## config.mk

```make
export PLATFORM = sky130hd
export DESIGN_NAME = stimulus_sequencer_flat
export DESIGN_NICKNAME = d
export VERILOG_FILES = /design/src/rtl/stimulus_sequencer_if.sv /design/src/rtl/stimulus_sequencer.sv /design/src/flat_wrapper.sv
export SDC_FILE = /design/constraint.sdc
export NUM_CORES = 1
export LEC_CHECK = 0
export BUFFER_PORTS_ARGS = -buffer_cell sky130_fd_sc_hd__buf_2
export CORE_MARGIN = 3
export CORE_UTILIZATION = 40
export DETAILED_ROUTE_END_ITERATION = 8
export PLACE_DENSITY = 0.62
export SYNTH_ARGS = -nofsm -noshare
export SYNTH_HDL_FRONTEND = slang
export SYNTH_SLANG_ARGS = --single-unit
```

## constraint.sdc

```tcl
create_clock -name clk -period 19.9 [get_ports clk]
set_clock_uncertainty 0.15 [all_clocks]
set_input_delay 1.99 -clock clk [delete_from_list [all_inputs] [get_ports clk]]
set_output_delay 1.99 -clock clk [all_outputs]
set_load 0.02 [all_outputs]
```

## src/rtl/stimulus_sequencer_if.sv

```systemverilog
// Bus between bench/host control and the stimulus sequencer: step writes, playback
// control and the replayed vector with its status flags.
interface stimulus_sequencer_if #(
   parameter int unsigned CHANNELS = 6,
   parameter int unsigned WIDTH    = 17,
   parameter int unsigned DEPTH    = 8,
   parameter int unsigned HOLD_W   = 8,
   parameter int unsigned LEN_W    = $clog2(DEPTH + 1),
   parameter int unsigned ADDR_W   = $clog2(DEPTH)
);
   logic                      wr_en;
   logic [ADDR_W-1:0]         wr_addr;
   logic [CHANNELS*WIDTH-1:0] wr_data;
   logic [HOLD_W-1:0]         wr_hold;
   logic [LEN_W-1:0]          len;
   logic                      start;
   logic                      stop;
   logic                      loop_en;
   logic [CHANNELS*WIDTH-1:0] out_vec;
   logic [ADDR_W-1:0]         step_idx;
   logic                      step_strobe;
   logic                      busy;
   logic                      done;

   modport master (
      output wr_en, wr_addr, wr_data, wr_hold, len, start, stop, loop_en,
      input  out_vec, step_idx, step_strobe, busy, done
   );

   modport slave (
      input  wr_en, wr_addr, wr_data, wr_hold, len, start, stop, loop_en,
      output out_vec, step_idx, step_strobe, busy, done
   );
endinterface

```

## src/rtl/stimulus_sequencer.sv

```systemverilog
// Vector player: stores up to DEPTH (vector, hold) steps and replays them back-to-back,
// with stop, live loop control, a per-step strobe and a completion pulse.
module stimulus_sequencer #(
   parameter int unsigned CHANNELS = 6,
   parameter int unsigned WIDTH    = 17,
   parameter int unsigned DEPTH    = 8,
   parameter int unsigned HOLD_W   = 8,
   parameter int unsigned LEN_W    = $clog2(DEPTH + 1),
   parameter int unsigned ADDR_W   = $clog2(DEPTH)
) (
   input logic             clk,
   input logic             rst_n,
   stimulus_sequencer_if.slave bus
);
   localparam int unsigned VEC_W = CHANNELS * WIDTH;

   typedef enum logic [0:0] {StIdle, StPlay} state_e;

   state_e             state_q, state_d;
   logic [VEC_W-1:0]   out_q, out_d;
   logic [ADDR_W-1:0]  idx_q, idx_d;
   logic [HOLD_W-1:0]  cnt_q, cnt_d;
   logic [LEN_W-1:0]   eff_len_q, eff_len_d;
   logic               strobe_q, strobe_d;
   logic               done_q, done_d;

   logic [VEC_W-1:0]   data_mem [DEPTH];
   logic [HOLD_W-1:0]  hold_mem [DEPTH];

   logic               wr_ok;
   logic               wr_hits_0;
   logic [VEC_W-1:0]   first_vec;
   logic [HOLD_W-1:0]  first_hold;
   logic [ADDR_W-1:0]  nxt_idx;
   logic               last_step;

   assign wr_ok      = bus.wr_en && (state_q == StIdle);
   // A write to step 0 in the start cycle must be visible to the first applied vector.
   assign wr_hits_0  = wr_ok && (bus.wr_addr == '0);
   assign first_vec  = wr_hits_0 ? bus.wr_data : data_mem[0];
   assign first_hold = wr_hits_0 ? bus.wr_hold : hold_mem[0];
   assign nxt_idx    = idx_q + ADDR_W'(1);
   assign last_step  = (LEN_W'(idx_q) + LEN_W'(1)) == eff_len_q;

   always_ff @(posedge clk) begin
      if (wr_ok) begin
         data_mem[bus.wr_addr] <= bus.wr_data;
         hold_mem[bus.wr_addr] <= bus.wr_hold;
      end
   end

   always_ff @(posedge clk or negedge rst_n) begin
      if (!rst_n) begin
         state_q   <= StIdle;
         out_q     <= '0;
         idx_q     <= '0;
         cnt_q     <= '0;
         eff_len_q <= '0;
         strobe_q  <= 1'b0;
         done_q    <= 1'b0;
      end else begin
         state_q   <= state_d;
         out_q     <= out_d;
         idx_q     <= idx_d;
         cnt_q     <= cnt_d;
         eff_len_q <= eff_len_d;
         strobe_q  <= strobe_d;
         done_q    <= done_d;
      end
   end

   always_comb begin
      state_d   = state_q;
      out_d     = out_q;
      idx_d     = idx_q;
      cnt_d     = cnt_q;
      eff_len_d = eff_len_q;
      strobe_d  = 1'b0;
      done_d    = 1'b0;
      case (state_q)
         StIdle: begin
            if (bus.start && !bus.stop && (bus.len != '0)) begin
               state_d   = StPlay;
               out_d     = first_vec;
               idx_d     = '0;
               cnt_d     = first_hold;
               eff_len_d = (bus.len > LEN_W'(DEPTH)) ? LEN_W'(DEPTH) : bus.len;
               strobe_d  = 1'b1;
            end
         end
         StPlay: begin
            if (bus.stop) begin
               state_d = StIdle;
               out_d   = '0;
               idx_d   = '0;
               cnt_d   = '0;
            end else if (cnt_q != '0) begin
               cnt_d = cnt_q - HOLD_W'(1);
            end else if (!last_step) begin
               idx_d    = nxt_idx;
               out_d    = data_mem[nxt_idx];
               cnt_d    = hold_mem[nxt_idx];
               strobe_d = 1'b1;
            end else if (bus.loop_en) begin
               idx_d    = '0;
               out_d    = data_mem[0];
               cnt_d    = hold_mem[0];
               strobe_d = 1'b1;
            end else begin
               state_d = StIdle;
               done_d  = 1'b1;
            end
         end
         default: state_d = StIdle;
      endcase
   end

   assign bus.out_vec     = out_q;
   assign bus.step_idx    = idx_q;
   assign bus.step_strobe = strobe_q;
   assign bus.busy        = (state_q == StPlay);
   assign bus.done        = done_q;
endmodule

```

## src/flat_wrapper.sv

```systemverilog
// flat-port wrapper written by rule: the top's interface ports become plain ports
module stimulus_sequencer_flat 
#(
   parameter int unsigned CHANNELS = 6,
   parameter int unsigned WIDTH    = 17,
   parameter int unsigned DEPTH    = 8,
   parameter int unsigned HOLD_W   = 8,
   parameter int unsigned LEN_W    = $clog2(DEPTH + 1),
   parameter int unsigned ADDR_W   = $clog2(DEPTH)
)
  (clk, rst_n, bus_wr_en, bus_wr_addr, bus_wr_data, bus_wr_hold, bus_len, bus_start, bus_stop, bus_loop_en, bus_out_vec, bus_step_idx, bus_step_strobe, bus_busy, bus_done);
  stimulus_sequencer_if #(.CHANNELS(CHANNELS), .WIDTH(WIDTH), .DEPTH(DEPTH), .HOLD_W(HOLD_W), .LEN_W(LEN_W), .ADDR_W(ADDR_W)) bus_i ();
  input logic clk;
  input logic rst_n;
  input wire logic [$bits(bus_i.wr_en)-1:0] bus_wr_en;
  input wire logic [$bits(bus_i.wr_addr)-1:0] bus_wr_addr;
  input wire logic [$bits(bus_i.wr_data)-1:0] bus_wr_data;
  input wire logic [$bits(bus_i.wr_hold)-1:0] bus_wr_hold;
  input wire logic [$bits(bus_i.len)-1:0] bus_len;
  input wire logic [$bits(bus_i.start)-1:0] bus_start;
  input wire logic [$bits(bus_i.stop)-1:0] bus_stop;
  input wire logic [$bits(bus_i.loop_en)-1:0] bus_loop_en;
  output wire logic [$bits(bus_i.out_vec)-1:0] bus_out_vec;
  output wire logic [$bits(bus_i.step_idx)-1:0] bus_step_idx;
  output wire logic [$bits(bus_i.step_strobe)-1:0] bus_step_strobe;
  output wire logic [$bits(bus_i.busy)-1:0] bus_busy;
  output wire logic [$bits(bus_i.done)-1:0] bus_done;
  assign bus_i.wr_en = bus_wr_en;
  assign bus_i.wr_addr = bus_wr_addr;
  assign bus_i.wr_data = bus_wr_data;
  assign bus_i.wr_hold = bus_wr_hold;
  assign bus_i.len = bus_len;
  assign bus_i.start = bus_start;
  assign bus_i.stop = bus_stop;
  assign bus_i.loop_en = bus_loop_en;
  assign bus_out_vec = bus_i.out_vec;
  assign bus_step_idx = bus_i.step_idx;
  assign bus_step_strobe = bus_i.step_strobe;
  assign bus_busy = bus_i.busy;
  assign bus_done = bus_i.done;
  stimulus_sequencer #(.CHANNELS(CHANNELS), .WIDTH(WIDTH), .DEPTH(DEPTH), .HOLD_W(HOLD_W), .LEN_W(LEN_W), .ADDR_W(ADDR_W)) u_core (.clk(clk), .rst_n(rst_n), .bus(bus_i));
endmodule
```

==> After elaboration in Yosys (flattened, before gate mapping) <==
Memory sizes are Yosys's and may differ from the RTL's.
Index checks and enable logic that the tools add are counted.
{ "totals": {"ff_bits": 120, "mem_bits_rw": 880, "inputBits": 123, "out_inout_bits": 108, "word_cells": 67, "memories": 2} }
{ "op_classes": {"n_addsub": 3, "n_lt_le_gt_ge": 1, "n_eq_ne": 5, "n_mux": 37, "bitwise_logic": 1, "reduce_logical": 11} }
{ "memory_table": {"columns": ["name", "depth", "width", "read_ports", "rd_ports_with_merged_regs", "wr", "line_no", "rtl"], "rows": [
  ["u_core.data_mem", 8, 102, 2, 0, 1, "stimulus_sequencer.sv:27", "logic [VEC_W-1:0] data_mem [DEPTH];"],
  ["u_core.hold_mem", 8, 8, 2, 0, 1, "stimulus_sequencer.sv:28", "logic [HOLD_W-1:0] hold_mem [DEPTH];"]
]} }
{ "ops": {"columns": ["cell", "n"], "rows": [
  ["$mux W102", 6],
  ["$pmux W102 S2", 1],
  ["$mux W8", 6],
  ["$pmux W8 S2", 1],
  ["$mux W3", 5],
  ["$mux W1", 14],
  ["$reduce_bool A8 Y1", 1],
  ["$sub A8 B1 Y8 const B", 1],
  ["$pmux W3 S2", 1],
  ["$ne A5 B5 Y1 const B", 1],
  ["$add A3 B1 Y4 const B", 1],
  ["$eq A4 B4 Y1", 1],
  ["$gt A4 B4 Y1 const B", 1],
  ["$logic_and A1 B1 Y1", 4],
  ["$mux W4", 1],
  ["$ne A4 B4 Y1 const B", 1],
  ["$pmux W1 S2", 2],
  ["$reduce_and A2 Y1", 2],
  ["$reduce_bool A4 Y1", 1],
  ["$add A3 B1 Y3 const B", 1],
  ["$logic_not A3 Y1", 1],
  ["$ne A3 B3 Y1 const B", 1],
  ["$reduce_and A3 Y1", 1],
  ["$ne A2 B2 Y1 const B", 1],
  ["2 further kinds", 2]
]} }

==> Depth between registers and ports, before layout <==
{ "logic_depth": {"ltp_word": 6, "ltp_mapped": 11, "depth_no_buf": 8} }

==> Least setup slack after synthesis <==
OpenSTA, ideal clock, no wires.
{ "synth_path": {"kind": "input port to flip-flop", "start": "input port bus_wr_addr[0]", "end": "memory u_core.data_mem[2][0] (netlist name), enable pin", "setup_time_ns": 0.715, "t_arrival_ns": 9.595, "required_ns": 19.035, "slack_ns": 9.440, "cell_stages": 1, "n_path_buf": 0, "path_cell_list": "nor3_1"} }
{ "synth_lines": {"columns": ["element", "line_no", "rtl"], "rows": [
  ["start, declared", "flat_wrapper.sv:16", "input wire logic [$bits(bus_i.wr_addr)-1:0] bus_wr_addr;"],
  ["end, declared", "stimulus_sequencer.sv:27", null]
]} }
No word-level cell before the write port.

==> Worst setup path in the final report <==
{ "layout_path": {"start": "input port bus_wr_addr[1]", "end": "register u_core.out_q[38], in the netlist u_core.bus.out_vec[38]"} }
{ "layout_between": {"elab_chain_cells": 5} }
{ "layout_rtl": {"columns": ["element", "line_no", "rtl"], "rows": [
  ["$logic_not A3 Y1", "stimulus_sequencer.sv:39", "assign wr_hits_0 = wr_ok && (bus.wr_addr == '0);"],
  ["$logic_and A1 B1 Y1", "stimulus_sequencer.sv:39", null],
  ["$mux W102", "stimulus_sequencer.sv:40", "assign first_vec = wr_hits_0 ? bus.wr_data : data_mem[0];"],
  ["$mux W102", "stimulus_sequencer.sv:82", "if (bus.start && !bus.stop && (bus.len != '0)) begin"],
  ["$pmux W102 S2", "stimulus_sequencer.sv:80", "case (state_q)"],
  ["end signal, assigned", "stimulus_sequencer.sv:63", "out_q <= out_d;"],
  ["end, declared", "stimulus_sequencer.sv:20", "logic [VEC_W-1:0] out_q, out_d;"]
]} }
No other way between the ends. The select of a mux whose other input is x is not followed.
A chain may end at the register's enable or synchronous reset.

==> results.cfg <==
[global_routing]
grt.overflow.total = 0
antenna_found_initial = 33
track_usage = 0.188
grt_pass1_vias = 23726
grt_first_pass_wirelength_um = 150000
grt_max_degree = 111

[min_path]
hold_depth = 2
hold_end = u_core.bus.out_vec[1]$_DFFE_PN0P_
hp-class = register to register
hold_start = u_core.bus.out_vec[1]$_DFFE_PN0P_

[drt]
wl_met2_um = 48200
drt-total-wl_um = 99300
routed-wl-met3_um = 6760
drc = 0
dr_total_vias = 22051
highest_layer = met5
drt_iter0_markers = 1940
final_antenna_net_count = 0
avgViaCountPerCell = 5.58
drt_first_pass_iters = 7
avgRoutedWirePerCell_um = 25.1
met1_length_um = 42000

[yosys]
synth_compound_area_frac = 0.0674
synth-simple-area-share = 0.0400
synth.distinct_cells = 63
synth_xor_xnor_area_share = 0.00190
syn_nets = 2395
synth_flop_cell = edfxtp_1
yosys-mux-area-fraction = 0.151
syn-instance-count = 2269
synth_top_family_by_area = multiplexers
avgSynthCellArea_um2 = 18.0
synth_area_mm2 = 0.0408
synth_seq_cells = 1000
synth_edf_count = 880
yosys.area_share.adder = 0.000919
synthTopCellsByCount = edfxtp_1, nand2_1, mux4_2, dfrtp_1, a21oi_1
yosysWarnings = 0
async_flop_share = 0.120
yosysMostFrequentCell = edfxtp_1
synth_area_leader_cell = edfxtp_1
seq_area_frac_synth = 0.720
synth_top_area_frac = 0.647
synthTopCellsByArea = edfxtp_1, mux4_2, dfrtp_1

[finish]
drive_gt1_frac = 0.318
final-seq-area_mm2 = 0.0294
fin_nets = 2614
layout.cells.non_filler = 3953
multi_input_area_mm2 = 0.0108
area_growth_syn_to_layout_pct = 14.4
fillers = 8626
final_cell_area_mm2 = 0.0467

[power]
cellPowerDensity_mw_per_mm2 = 109
p_int_uw = 3810
seqPwrFrac = 0.483
p_comb_frac = 0.151
clkPwrFrac = 0.367
vdd_drop_max_v = 0.0000645
leakage_uw = 0.0155
power_switching_uw = 1290
switching_share = 0.254
total_power_uw = 5100

[floorplan]
die_h_um = 326
io_pins = 231
die_w_um = 326
start_util = 0.406
fp.coreArea_mm2 = 0.101
die_area_mm2 = 0.106
rows = 116

[sta]
worstMarginPinSlew_ns = 1.09
hold_viol_final = 0
rsz0062_at_grt = false
tns_ns = 0
min_period_ns = 5.01
relSlewSlack = 0.273
fmax_mhz = 199
final_max_slew_viol_count = 0
setup_viol = 0
hold_ws_ns = 0.324
fin_crit_sh = 0.252

[placed_design]
place_inst = 3740
port_buffers = 230
dp.final_hpwl_um = 51400
finalWeightedCongestion = 0.769
place_area_mm2 = 0.0434

[setup_path]
cp_cell_sequence = buf_2, or3b_1, or3_4, inv_8, buf_4, nand2_1, a21oi_1, a221oi_2, o21ai_1
r2r_slack_ns = 15.07
cp.required_ns = 20.33
crit_family = buffers and inverters
criticalPathCategory = input pin to register
r2r_end = u_core.bus.out_vec[42]$_DFFE_PN0P_
rr_startpoint = u_core.bus.step_idx[0]$_DFFE_PN0P_
end_kind = register
crit_buf_inv = 3
slowest_stage = buf_4
startpoint_type = input pin
cp_max_fo = 96
max_stage_delay_ns = 0.88
cp_data_arrival_time_ns = 5.44
reg2reg_depth = 7

[clock_tree]
cts_sinks = 1000
path_clk_slew_ns = 0.06
cts_tree = yes
post_cts_buffers = 0
hold_buffers = 0
cts_resized = 0
clockBufferDepth = 3
clockRootBuffer = clkbuf_16
cts_buffers = 103
clk_latency_ns = 0.67
cts_htree_levels = 3

[flow_run]
maxCapViolCount = 0

[run_status]
status = complete, no violations
## area by class of cell
cell class,count,area share
Clock inverter,50,0.00881
Inverter,5,0.000562
Timing Repair Buffer,264,0.0318
Sequential cell,1000,0.630
Clock buffer,144,0.0617
Antenna cell,19,0.00102
Multi-Input combinational cell,1114,0.230
Tap cell,1357,0.0363
## state kept, by name, summed over array words and instances, names as in the netlist
name / cells
u_core.bus.step_strobe: 1
u_core.eff_len_q: 4
u_core.data_mem: 816
u_core.bus.step_idx: 3
u_core.cnt_q: 8
u_core.hold_mem: 64
u_core.bus.done: 1
u_core.bus.busy: 1
u_core.bus.out_vec: 102
## per-stage QoR
step | setup slack (ns) | utilization
2_1_floorplan | 9.44 | -
3_3_place_gp | 14.24 | 0.431
3_5_place_dp | 14.18 | 0.431
4_1_cts | 14.90 | 0.464
5_1_grt | 14.61 | 0.464
6_report | 14.89 | 0.464
## power by group through the flow
stage	combinational (uW)	sequential, uW	clock, uW
finish	769	2460	1870
global route	835	2470	2000
CTS	785	2460	1920
detailed placement	784	2510	0
global placement	769	2500	0
floorplan	468	2560	0
## layout by cell type (no fill, tap or decap), drive strengths merged, types with 2 or more instances in the layout
master / count
o41ai: 3
or3b: 3
clkbuf: 144
nor2b: 3
o31ai: 2
diode: 19
nor4: 3
and3: 2
a31oi: 5
ha: 3
a221oi: 102
nor3b: 2
bufinv: 6
nand3: 7
xor2: 6
mux4: 212
nor2: 21
nand2: 335
inv: 10
or3: 3
a211oi: 2
buf: 264
nand2b: 7
nor3: 11
clkinv: 38
edfxtp: 880
xnor2: 2
a21oi: 115
nand3b: 2
o21ai: 117
dfrtp: 120
a22oi: 3
mux2: 102
mux2i: 23
## layer usage
metal  vias up  track usage
met5         -            0
met4        24       0.0620
met3       177       0.0414
met2       686        0.303
met1     11580        0.253
li1       9584            -
## kinds of logic (layout without fill, tap and decap cells)
logic type | after synthesis | after routing
other | 0 | 19
AO/OA/AOI/OAI | 364 | 364
buffers and inverters | 155 | 463
AND/OR/NAND/NOR | 402 | 402
adder cells (fa/ha/maj) | 3 | 3
flip-flops | 1000 | 1000
XOR/XNOR | 8 | 8
multiplexers | 337 | 337
## worst reg2reg max path: cells and delay by family (launching register included)
kind            cells  cell delay (ns)
buf+inv             2             1.40
mux                 2             1.12
fa+ha+maj           1             0.73
flops               1             0.72
compound gates      2             0.57
## how the worst max path moves through the flow
stage / from / slack, ns / depth (start not counted) / endpoint
detailed placement: bus_wr_addr[1] / 14.18 / 9 / u_core.bus.out_vec[49]$_DFFE_PN0P_
CTS: u_core.bus.step_idx[0]$_DFFE_PN0P_ / 14.90 / 7 / u_core.bus.out_vec[42]$_DFFE_PN0P_
finish: bus_wr_addr[1] / 14.89 / 9 / u_core.bus.out_vec[38]$_DFFE_PN0P_
floorplan: bus_wr_addr[0] / 9.44 / 1 / u_core.data_mem[2][0]$_DFFE_PP_
global placement: bus_wr_addr[1] / 14.24 / 9 / u_core.bus.out_vec[17]$_DFFE_PN0P_
global route: u_core.bus.step_idx[0]$_DFFE_PN0P_ / 14.61 / 7 / u_core.bus.out_vec[1]$_DFFE_PN0P_
(Power assumes the default switching activity.)
